## src/rtl/sprite_pixel_fetch_pkg.sv

```systemverilog
// Shared GPU sprite definitions: colour width, the disabled-tile marker and the
// tile-memory address packing used by both the pixel fetch and the CPU tile writer.
package sprite_pixel_fetch_pkg;

  localparam int          COLOR_W       = 12;
  localparam logic [15:0] TILE_DISABLED = 16'hFFFF;
  localparam int          FULL_ADDR_W   = 24;

  // Full-width {tile, y, x}; callers keep the low TILE_BITS+8 bits, which wraps the tile number.
  function automatic logic [FULL_ADDR_W-1:0] pack_tile_addr(
    input logic [15:0] tile,
    input logic [3:0]  y,
    input logic [3:0]  x
  );
    return {tile, y, x};
  endfunction

endpackage

```

## src/rtl/sprite_priority_enc.sv

```systemverilog
// Combinational priority encoder over sprite enables; index 0 wins.
// Also reports whether two or more enables are set.
module sprite_priority_enc #(
  parameter int N     = 4,
  parameter int SEL_W = (N > 1) ? $clog2(N) : 1
) (
  input  logic [N-1:0]     en,
  output logic [SEL_W-1:0] sel,
  output logic             hit,
  output logic             multi
);

  // Ascending scan: first enabled index is kept, any later enable flags multiple hits.
  always_comb begin
    sel   = {SEL_W{1'b0}};
    hit   = 1'b0;
    multi = 1'b0;
    for (int i = 0; i < N; i++) begin
      multi = multi | (hit & en[i]);
      sel   = (en[i] && !hit) ? SEL_W'(i) : sel;
      hit   = hit | en[i];
    end
  end

endmodule

```

## src/rtl/sprite_pixel_fetch.sv

```systemverilog
// Sprite pixel fetch: picks the highest-priority matching sprite, reads its texel
// from synchronous tile memory and emits sprite or background colour two cycles later.
module sprite_pixel_fetch #(
  parameter int                        NUM_SPRITES = 4,
  parameter int                        COLOR_W     = sprite_pixel_fetch_pkg::COLOR_W,
  parameter int                        TILE_BITS   = 8,
  parameter logic [COLOR_W-1:0]        TRANSPARENT = {COLOR_W{1'b0}}
) (
  input  logic                         gpu_clk,
  input  logic                         reset,
  input  logic                         pixel_valid,
  input  logic                         line_start,
  input  logic [NUM_SPRITES-1:0]       match,
  input  logic [16*NUM_SPRITES-1:0]    tile_number,
  input  logic [8*NUM_SPRITES-1:0]     x_offset,
  input  logic [8*NUM_SPRITES-1:0]     y_offset,
  input  logic [COLOR_W-1:0]           bg_color,
  output logic                         tile_rd_en,
  output logic [TILE_BITS+7:0]         tile_addr,
  input  logic [COLOR_W-1:0]           tile_data,
  output logic [COLOR_W-1:0]           color,
  output logic                         color_valid,
  output logic                         collision
);

  import sprite_pixel_fetch_pkg::*;

  localparam int SEL_W  = (NUM_SPRITES > 1) ? $clog2(NUM_SPRITES) : 1;
  localparam int ADDR_W = TILE_BITS + 8;

  logic [NUM_SPRITES-1:0]   en_s;
  logic [SEL_W-1:0]         sel_s;
  logic                     hit_s;
  logic                     multi_s;
  logic [15:0]              tile_sel_s;
  logic [7:0]               x_sel_s;
  logic [7:0]               y_sel_s;
  logic [FULL_ADDR_W-1:0]   full_addr_s;
  logic [ADDR_W-1:0]        addr_nxt_s;
  logic                     unused_bits_s;

  logic                     tile_rd_en_r;
  logic [ADDR_W-1:0]        tile_addr_r;
  logic                     valid1_r;
  logic                     hit1_r;
  logic [COLOR_W-1:0]       bg1_r;
  logic                     valid2_r;
  logic                     hit2_r;
  logic [COLOR_W-1:0]       bg2_r;
  logic                     collision_r;
  logic [COLOR_W-1:0]       color_s;

  // A sprite whose matcher still holds the disabled tile never takes part.
  always_comb begin
    en_s = {NUM_SPRITES{1'b0}};
    for (int i = 0; i < NUM_SPRITES; i++) begin
      en_s[i] = match[i] & (tile_number[16*i +: 16] != TILE_DISABLED);
    end
  end

  sprite_priority_enc #(
    .N     (NUM_SPRITES),
    .SEL_W (SEL_W)
  ) u_prio (
    .en    (en_s),
    .sel   (sel_s),
    .hit   (hit_s),
    .multi (multi_s)
  );

  // Build the selected sprite's texel address; offsets and tile number are truncated.
  always_comb begin
    tile_sel_s  = tile_number[16*int'(sel_s) +: 16];
    x_sel_s     = x_offset[8*int'(sel_s) +: 8];
    y_sel_s     = y_offset[8*int'(sel_s) +: 8];
    full_addr_s = pack_tile_addr(tile_sel_s, y_sel_s[3:0], x_sel_s[3:0]);
    addr_nxt_s  = hit_s ? full_addr_s[ADDR_W-1:0] : {ADDR_W{1'b0}};
  end

  assign unused_bits_s = ^{x_sel_s[7:4], y_sel_s[7:4], full_addr_s};

  // Fetch stage, two-deep pixel side-band pipeline and per-line collision flag.
  always_ff @(posedge gpu_clk) begin
    if (reset) begin
      tile_rd_en_r <= 1'b0;
      tile_addr_r  <= {ADDR_W{1'b0}};
      valid1_r     <= 1'b0;
      hit1_r       <= 1'b0;
      bg1_r        <= {COLOR_W{1'b0}};
      valid2_r     <= 1'b0;
      hit2_r       <= 1'b0;
      bg2_r        <= {COLOR_W{1'b0}};
      collision_r  <= 1'b0;
    end else begin
      tile_rd_en_r <= pixel_valid & hit_s;
      tile_addr_r  <= addr_nxt_s;
      valid1_r     <= pixel_valid;
      hit1_r       <= hit_s;
      bg1_r        <= bg_color;
      valid2_r     <= valid1_r;
      hit2_r       <= hit1_r;
      bg2_r        <= bg1_r;
      // A new overlap beats the line-start clear arriving in the same cycle.
      if (pixel_valid && multi_s) begin
        collision_r <= 1'b1;
      end else if (line_start) begin
        collision_r <= 1'b0;
      end else begin
        collision_r <= collision_r;
      end
    end
  end

  // Texel arrives this cycle; a transparent top sprite shows background, not lower sprites.
  always_comb begin
    color_s = {COLOR_W{1'b0}};
    if (!valid2_r) begin
      color_s = {COLOR_W{1'b0}};
    end else if (hit2_r && (tile_data != TRANSPARENT)) begin
      color_s = tile_data;
    end else begin
      color_s = bg2_r;
    end
  end

  assign tile_rd_en  = tile_rd_en_r;
  assign tile_addr   = tile_addr_r;
  assign color       = color_s;
  assign color_valid = valid2_r;
  assign collision   = collision_r;

endmodule

```

## config.mk

```make
export PLATFORM = sky130hd
export DESIGN_NAME = sprite_pixel_fetch
export DESIGN_NICKNAME = d
export VERILOG_FILES = /design/src/rtl/sprite_pixel_fetch_pkg.sv /design/src/rtl/sprite_priority_enc.sv /design/src/rtl/sprite_pixel_fetch.sv
export SDC_FILE = /design/constraint.sdc
export NUM_CORES = 1
export LEC_CHECK = 0
export ABC_AREA = 1
export CORE_MARGIN = 3
export CORE_UTILIZATION = 27
export CTS_BUF_LIST = sky130_fd_sc_hd__clkbuf_16
export DETAILED_ROUTE_END_ITERATION = 10
export PLACE_DENSITY = 0.7
export SLEW_MARGIN = 30
export SYNTH_ARGS = -nofsm -noshare
export SYNTH_HDL_FRONTEND = slang
export SYNTH_SLANG_ARGS = --single-unit
```

## constraint.sdc

```tcl
create_clock -name gpu_clk -period 3.5 [get_ports gpu_clk]
set_input_delay 0.7 -clock gpu_clk [delete_from_list [all_inputs] [get_ports gpu_clk]]
set_output_delay 0.7 -clock gpu_clk [all_outputs]
set_load 0.005 [all_outputs]
```

==> out/metrics.cfg <==
[power]
power_frac_comb = 0.253
p_sw_frac = 0.241
clkPwrFrac = 0.328
powerDensity_nw_per_um2 = 315
p_seq_frac = 0.420
p_leak_nw = 1.96
ir_worst_vdd_uv = 183
internal-power_mw = 1.02
netSwitchingPower_mw = 0.325

[clock_network]
cts_tree = done
cts_buffers = 5
cts.sinks = 46
htree_levels = 2
insertion_delay_ns = 0.28
post_cts_buffers = 0
clock_tree.root_cell = clkbuf_16
path_clk_slew_ns = 0.06
cts_max_path_buffers = 2

[routing]
drt_wl_total_mm = 7.83
num_vias = 2912
routedWlPerCell_um = 11.8
first_pass_iters = 4
drt_iter0_drc = 64
ant_nets = 0
drc = 0
vias_per_cell = 4.41

[floorplanning]
start_util = 0.280
die_area_um2 = 10300
ios = 191
coreArea_um2 = 8810
die_height_um = 102
die_x_um = 102
row_count = 34

[global_route]
grt_pass1_vias = 2798
grt_max_degree = 29
grt_pass1_wl_mm = 12.4
antenna_found_initial = 0
grt_overflow = 0
track_usage = 0.149

[timing]
slew_viol_final = 0
hold_viol_final = 0
finClkSkew_ns = 0.00556
tightestPinTransition_ns = 0.596
tns_ns = 0
rsz0062_at_grt = no
relSlewSlack = 0.602
min_period_ns = 3.34
fin_crit_sh = 0.954
setup-violations-final = 0
max_freq_mhz = 299

[setup_path]
end_kind = output pin
path_max_fanout = 12
critPathLaunchType = primary input
cp_slowest_stage_delay_ns = 0.45
required_ns = 2.80
worstPathArrival_ns = 2.64
crit_family = buffers and inverters
r2r_cells = 2
cp_slowest_cell = clkdlybuf4s50_1
worstSetupPathType = primary input to output pin
critPathBufInv = 3
path_cells = clkdlybuf4s50_1, nor4_1, nand3_1, nand2_1, inv_1, nor2_1, nor2_1, clkdlybuf4s50_1
worst-path-stages = 8

[layout]
num-nets-final = 713
diodes = 0
most-common-layout-cells = 158 x clkdlybuf4s50_1, 82 x inv_1, 75 x nand2_1
final_util = 0.487
drive_gt1_frac = 0.0325
final.fill_count = 856
multi_input_area_um2 = 1160
final_common_cell = clkdlybuf4s50_1
regArea_um2 = 921
area_delta_synth_final_pct = 74.1

[placement]
io_buffers = 158
dp_hpwl_mm = 6.35
gp_congestion = 0.886

[logic_synthesis]
syn_nets = 560
avgSynthCellArea_um2 = 6.16
syn_inst = 400
ys_seq_area_frac = 0.374
ys_types = 19
synth_seq_cells = 46
yosysWarnings = 0
syn_area_um2 = 2460

[flow_run]
maxCapViolations = 0

[worst_hold_path]
holdCritPathClass = flop to flop
hold_depth = 2

[outcome]
status = finished clean

-- power groups by stage --
stage	sequential, mW	clock (mW)	combinational (mW)
global route	0.569	0.482	0.377
CTS	0.567	0.461	0.344
finish	0.566	0.442	0.341
global placement	0.578	0	0.338
detailed placement	0.578	0	0.342
floorplan	0.579	0	0.123
-- timing repair --
action,CTS,global route
setup endpoints to repair,0,1
hold buffers,0,0
gates resized for setup,0,1
-- per-layer routing --
| layer | track usage | wire [µm] | vias to the layer above |
|---|---|---|---|
| li1 | - | - | 1519 |
| met1 | 0.166 | 3150 | 1269 |
| met2 | 0.276 | 3900 | 118 |
| met3 | 0.0468 | 719 | 6 |
| met4 | 0.0337 | 60 | 0 |
| met5 | 0 | 0 | - |
-- cells in the mapped netlist (all sizes together) --
library cell / number / share of area
a21oi: 16 / 0.033
buf: 7 / 0.015
clkbuf: 11 / 0.017
dfxtp: 46 / 0.37
inv: 82 / 0.12
nand2: 77 / 0.12
nand3: 49 / 0.10
nand3b: 17 / 0.052
nand4: 1 / 0.0025
nor2: 71 / 0.11
nor3: 3 / 0.0061
nor4: 3 / 0.0076
o21ai: 17 / 0.039
-- metrics by stage --
stage | hold slack [ns] | worst slack (ns) | total power, mW | std cells | instance area [µm²]
4_1_cts | 0.400 | 0.139 | 1.37 | 661 | 4280
5_1_grt | 0.416 | 0.00190 | 1.43 | 661 | 4290
3_3_place_gp | 0.390 | 0.224 | 0.916 | 654 | 4150
2_1_floorplan | 0.388 | 1.23 | 0.701 | 400 | 2460
6_report | 0.401 | 0.160 | 1.35 | 661 | 4290
3_5_place_dp | 0.392 | 0.150 | 0.921 | 654 | 4150
-- final timing paths --
kind | startpoint | end | slack (ns)
worst max-delay path | tile_data[5] | color[1] | 0.16
worst min-delay path | bg1_r[7] | bg2_r[7] | 0.40
worst max register to register | collision | collision | 2.95
worst min register to register | bg1_r[7] | bg2_r[7] | 0.40
-- worst register-to-register path: cells and delay by family (launching register included) --
| kind | cells | cell delay, ns |
|---|---|---|
| and+or+nand+nor | 2 | 0.13 |
| DFF | 1 | 0.31 |
-- area by class of cell --
cell class / instances / area share
Sequential cell: 46 / 0.215
Inverter: 82 / 0.0718
Timing Repair Buffer: 164 / 0.379
Multi-Input combinational cell: 254 / 0.271
Tap cell: 108 / 0.0315
Clock inverter: 2 / 0.00233
Clock buffer: 5 / 0.0292
-- sequential cells by signal, indices dropped and copies added, names as in the netlist --
register	flops
tile_addr	16
collision	1
hit2_r	1
bg1_r	12
hit1_r	1
tile_rd_en	1
bg2_r	12
color_valid	1
valid1_r	1
-- cells by family after synthesis --
group	after synthesis	synth area share
AND/OR/NAND/NOR	221	0.398
flip-flops	46	0.374
AO/OA/AOI/OAI	33	0.0716
buffers and inverters	100	0.156
Note: power is estimated with default switching activity, not from simulation.
